`config.mk`:
```
export PLATFORM = sky130hd
export DESIGN_NAME = uart_rx_fifo
export DESIGN_NICKNAME = d
export VERILOG_FILES = /design/src/rtl/uart_rx_fifo.sv
export SDC_FILE = /design/constraint.sdc
export NUM_CORES = 1
export LEC_CHECK = 0
export CAP_MARGIN = 20
export CORE_ASPECT_RATIO = 2
export CORE_UTILIZATION = 50
export CTS_CLUSTER_DIAMETER = 120
export CTS_CLUSTER_SIZE = 16
export DETAILED_ROUTE_END_ITERATION = 10
export HOLD_SLACK_MARGIN = 0.08
export PLACE_DENSITY_LB_ADDON = 0.12
export SYNTH_ARGS = -nofsm -noshare
export SYNTH_HDL_FRONTEND = slang
export SYNTH_SLANG_ARGS = --single-unit
export TNS_END_PERCENT = 100
```
`constraint.sdc`:
```
create_clock -name clk -period 5.1 [get_ports clk]
set_input_delay 0.765 -clock clk [delete_from_list [all_inputs] [get_ports clk]]
set_output_delay 0.765 -clock clk [all_outputs]
set_load 0.01 [all_outputs]
```
`src/rtl/uart_rx_fifo.sv`:
```
// rtl/uart_rx_fifo.sv - UART receive FIFO with overrun flag and RTS flow control
module uart_rx_fifo #(
  parameter int PAYLOAD_BITS  = 8,
  parameter int DEPTH         = 4,
  parameter int RTS_THRESHOLD = 3
) (
  input  logic                    clk,
  input  logic                    resetn,
  input  logic                    rx_valid,
  input  logic [PAYLOAD_BITS-1:0] rx_data,
  output logic                    rx_read,
  input  logic                    fifo_read,
  output logic [PAYLOAD_BITS-1:0] fifo_data,
  output logic                    fifo_valid,
  output logic [$clog2(DEPTH):0]  level,
  input  logic                    flush,
  output logic                    overrun,
  input  logic                    overrun_clear,
  output logic                    rts_n
);
  localparam int AW = $clog2(DEPTH);
  localparam int LW = AW + 1;
  localparam logic [LW-1:0] DEPTH_L = LW'(DEPTH);
  localparam logic [LW-1:0] RTS_L   = LW'(RTS_THRESHOLD);

  logic [PAYLOAD_BITS-1:0] mem [DEPTH];
  logic [AW-1:0]           wr_ptr;
  logic [AW-1:0]           rd_ptr;
  logic [LW-1:0]           level_next;
  logic                    full;
  logic                    push;
  logic                    pop;
  logic                    we;
  logic                    drop;

  assign full       = (level == DEPTH_L);
  assign fifo_valid = (level != '0);
  assign fifo_data  = mem[rd_ptr];

  // A byte still shown during its acknowledge cycle must not be captured again.
  assign push = rx_valid & ~rx_read;
  assign pop  = fifo_read & fifo_valid;
  assign we   = push & (~full | pop) & ~flush;
  assign drop = push & full & ~pop & ~flush;

  always_comb begin
    level_next = level;
    if (flush)
      level_next = '0;
    else if (we && !pop)
      level_next = level + LW'(1);
    else if (pop && !we)
      level_next = level - LW'(1);
  end

  always_ff @(posedge clk) begin
    if (!resetn) begin
      wr_ptr  <= '0;
      rd_ptr  <= '0;
      level   <= '0;
      rx_read <= 1'b0;
      overrun <= 1'b0;
      rts_n   <= 1'b1;
    end else begin
      rx_read <= push;
      level   <= level_next;
      // Computed from the post-update level so rts_n tracks level without lag.
      rts_n   <= (level_next >= RTS_L);
      if (flush) begin
        wr_ptr <= '0;
        rd_ptr <= '0;
      end else begin
        if (we)
          wr_ptr <= wr_ptr + AW'(1);
        if (pop)
          rd_ptr <= rd_ptr + AW'(1);
      end
      if (drop)
        overrun <= 1'b1;
      else if (overrun_clear)
        overrun <= 1'b0;
    end
  end

  always_ff @(posedge clk) begin
    if (we)
      mem[wr_ptr] <= rx_data;
  end
endmodule

```
; Word level (Yosys, flattened, before mapping)
; Memory sizes are Yosys's and may differ from the RTL's. A register that Yosys moved wholly into a read port is not among the register bits.
; Cells that the tools add are included.
[totals]
latch_bits = 0
wordCells = 42
input_bits = 14
regBits = 10
out_inout_bits = 15
mem_bits_ro = 0
memories = 1
ramBits = 32
[classes]
div = 0
mul = 0
order_cmp = 1
n_eq_ne = 1
bitwise = 13
mux = 9
shifts = 0
reduce_logical = 7
addsub = 4
[memory_table]
columns = memory, words, word_bits, read_ports, rd_ports_with_merged_regs, wr, line
row1 = mem, 4, 8, 1, 1, 1, 26  ; logic [PAYLOAD_BITS-1:0] mem [DEPTH];
[ops]
columns = op, count
row1 = $mux W3, 3
row2 = $and A1 B1 Y1, 7
row3 = $not A1 Y1, 5
row4 = $add A2 B1 Y2 const B, 2
row5 = $mux W1, 4
row6 = $mux W2, 2
row7 = $add A3 B1 Y3 const B, 1
row8 = $eq A3 B3 Y1 const B, 1
row9 = $ge A3 B2 Y1 const B, 1
row10 = $reduce_bool A3 Y1, 1
row11 = $sub A3 B1 Y3 const B, 1
row12 = $logic_and A1 B1 Y1, 2
row13 = $logic_not A1 Y1, 2
row14 = $reduce_bool A2 Y1, 1
row15 = $reduce_or A2 Y1, 1
row16 = $or A1 B1 Y1, 1

; Depth between registers and ports, before layout
[depth]
depth_word = 11
ltp_mapped = 8
depth_no_buf = 7

; Worst setup path before layout
; No wires, ideal clock.
[synth_path]
kind = in2reg
start = input port flush
end = register rts_n
n_path_buf = 1
required_time_ns = 5.005
setup_slack_ns = 3.019
stages = 6
setup_time_ns = 0.095
t_arrival_ns = 1.986
path_cell_list = or3b_1 buf_2 a22o_1 a221oi_2 a21oi_1 o311ai_1
[synth_via]
elab_chain_len = 8
elab_cells_between_ends = 9
cone_classes = order compare: 1 / mux: 3 / bitwise: 2 / reduce/logical: 3
[synth_rtl]
columns = element, line
row1 = start: declaration, 16  ; input logic flush,
row2 = $not A1 Y1, 43  ; assign we = push & (~full | pop) & ~flush;
row3 = $and A1 B1 Y1, 43
row4 = $logic_not A1 Y1, 52  ; else if (pop && !we)
row5 = $logic_and A1 B1 Y1, 52
row6 = $mux W3, 52
row7 = $mux W3, 50  ; else if (we && !pop)
row8 = $mux W3 *, 48  ; if (flush)
row9 = $ge A3 B2 Y1 *, 68  ; rts_n <= (level_next >= RTS_L);
row10 = end signal: assignment, 68
row11 = end: declaration, 19  ; output logic rts_n
; Mark *: on every way between the ends. The rest lies on a longest branch, timed or not.
; A chain may end at the register's enable or synchronous reset.

; Worst setup path after layout
; Same ends and word-level chain as after synthesis.

==> metrics.md <==
| Metric | Value |
|---|---|
| Minimum clock period | `2.77 ns` |
| Layout cells sized above 1 | `10.7%` |
| Max VDD drop | `0.232 mV` |
| Die width | `44.9 µm` |
| Synthesized flop and latch total | `44` |
| Commonest non-fill, non-tap cells in the layout | `edfxtp_1, clkdlybuf4s50_1, dfxtp_1` |
| GRT Overall Usage | `18.4%` |
| Layout Nets | `170` |
| Post-CTS setup buffers | `0` |
| Cts bufs inserted | `5` |
| Post-cts gate resize count | `0` |
| Fin crit share | `54.3%` |
| Finished Cell Area | `2260 µm²` |
| DR vias | `1067` |
| Layout fillers | `275` |
| Number of H-tree levels | `2` |
| CP Buf/Inv Count | `1` |
| CP delay by family, top | `simple AND/OR/NAND/NOR gates` |
| Post-route ant nets | `0` |
| Worst skew pair latency | `0.28 ns` |
| DRT iter0 DRCs | `11` |
| Least-Margin Pin Slew | `between 1 and 1.5 ns` |
| Dpl hpwl | `2410 µm` |
| Critical path class | `in2reg` |
| Initial core utilization | `between 50% and 60%` |
| Die area | `3940 µm²` |
| Relative slew slack | `31.1%` |
| Post-synth EDFFs | `32` |
| Pwr Total | `about 0.7 mW` |
| FF+latch area | `approximately 1200 µm²` |
| Finished Layout Cells | `between 150 and 200` |
| Status | `completed` |
| Most common cell after layout, fill and taps aside | `edfxtp_1` |
| Initial antenna violation count | `0` |
| Setup Viol. Count Final | `0` |
| Synthesized area | `~1800 µm²` |
| Overflow after GRT | `0` |
| Worst-case clock buffer depth | `2` |
| Core area | `3450 µm²` |
| TritonRoute pass-1 iters | `5` |
| Drt drc | `0` |
| Clock Pin Slew Worst Setup and Hold Paths | `roughly 0.080 ns` |
| Worst Setup Start Kind | `input pin` |
| FMAX | `0.361 GHz` |
| Synth async-reset ratio | `0%` |
| CTS tree | `built` |
| Fin worst setup slack | `2.33 ns` |
| CP Max Fanout | `11` |
| Register area share after synthesis | `65.4%` |
| Cells after Synth | `between 100 and 150` |
| Ys flop type | `edfxtp_1` |
| DR WL/cell | `16.0 µm` |
| Die Y | `87.7 µm` |
| Crit end category | `register` |
| Routed vias/inst | `roughly 5.4` |
| Layout area overhead | `22.9%` |
| Routed Wire Length | `about 3200 µm` |
| Maxcap violations | `0` |
| Root Buffer | `clkbuf_8` |
| Input/output buffers | `28` |
| Leakage dissipation | `0.762 nW` |
| Worst min path class | `reg2reg` |
| # diodes | `0` |
| Top-Level Pins | `29` |
| Arr. time, crit path | `2.96 ns` |
| Max Slew Vio Count | `0` |
| Yosys top cell by area | `edfxtp_1` |
| Inst Count DP | `190` |
| Vias in the first global route | `roughly 1100` |
| Syn avg cell area | `15.2 µm²` |
| Unrepaired setup endpoints after global routing | `false` |
| Syn nets | `142` |
| Placed Area | `2150 µm²` |
| PD cells | `309 nW/µm²` |
| Data required, critical path | `5.29 ns` |
| Number of cell rows | `30` |
| Dpl ws | `2.10 ns` |
| GP Congestion | `0.762` |
| Hold_buf cts | `0` |
| Critical Path, Cell by Cell | `clkdlybuf4s50_1 -> nor3b_1 -> a211oi_1 -> a221oi_2 -> a21oi_1 -> o311ai_1` |
| Max incr delay on CP | `0.87 ns` |
| Synth top area share | `between 50% and 60%` |
| Area contributors post-synth | `edfxtp_1, dfxtp_1, mux4_2` |
| Global-route wire length before repair | `5060 µm` |
| Netlist cell types | `34` |
| Fin. Hold Viols | `0` |
| Setup_tns | `0 ns` |
| Slowest stage cell, crit path | `nor3b_1` |
| # clock sinks | `44` |
| Largest net degree at the start of global routing | `14` |
| Area of the multi-input gates | `587 µm²` |
| Clk_skew | `0.00433 ns` |
| YS warnings | `0` |
stage by stage:
step	utilization [%]	hold slack [ns]
floorplan	-	0.485
global placement	62.3	0.505
detailed placement	62.3	0.523
CTS	65.4	0.541
global route	65.4	0.585
finish	65.4	0.542
cells by family after synthesis:
kind of cell	count (synthesis)	share of synthesized area [%]
compound gates	14	5.72
simple gates	30	9.19
buf+inv	13	2.72
flops	44	65.4
fa+ha+maj	7	4.76
xor+xnor	4	1.91
mux	9	10.3
flip-flops by register name (all words and copies together), names as in the netlist, named ones only:
signal and count:
wr_ptr 2, rx_read 1, mem 32, level 3, rd_ptr 2, overrun 1, rts_n 1
cell usage after synthesis (2+ instances only):
| cell type | n |
|---|---|
| nand2b_1 | 3 |
| o21ai_0 | 2 |
| nand2_1 | 3 |
| nand3_1 | 2 |
| inv_1 | 6 |
| clkbuf_1 | 4 |
| xor2_1 | 2 |
| nand3b_1 | 2 |
| nor2_1 | 9 |
| a21oi_1 | 3 |
| buf_1 | 2 |
| edfxtp_1 | 32 |
| dfxtp_1 | 12 |
| and2_1 | 2 |
| xnor2_1 | 2 |
| ha_1 | 7 |
| mux4_2 | 8 |
| and3_1 | 4 |
path summary, 6_finish.rpt:
kind                                 from        end  slack [ns]  cells after the start
worst max-delay path                flush      rts_n        2.33                      6
worst min-delay path            rd_ptr[1]  rd_ptr[1]        0.54                      2
worst max register to register   level[1]      rts_n        2.86                      7
worst min register to register  rd_ptr[1]  rd_ptr[1]        0.54                      2
area by class of cell:
cell class / instances / share of cell area [%]
Multi-Input combinational cell: 64 / 26.0
Tap cell: 48 / 2.66
Sequential cell: 44 / 53.2
Clock inverter: 2 / 1.55
Inverter: 6 / 0.997
Timing Repair Buffer: 28 / 12.4
Clock buffer: 6 / 3.21
worst reg2reg max path, stage by stage (launching register included):
cell       delay (ns)
dfxtp_1          0.44
inv_1            0.15
ha_1             0.31
nand2b_1         0.18
a21oi_1          0.06
a2111oi_0        0.59
a21oi_1          0.13
o311ai_1         0.29
power breakdown:
part	total (mW)	switching, mW	internal, mW
Combinational	0.0527	0.0239	0.0287
Sequential	0.392	0.00350	0.389
Clock	0.253	0.108	0.145
per-layer routing:
layer	track usage, %	vias to the layer above	share of wire [%]
li1	-	509	-
met1	15.9	512	36
met2	35.4	36	58
met3	3.30	10	2.8
met4	12.1	0	3.7
met5	0	-	0
(Power assumes the default switching activity.)
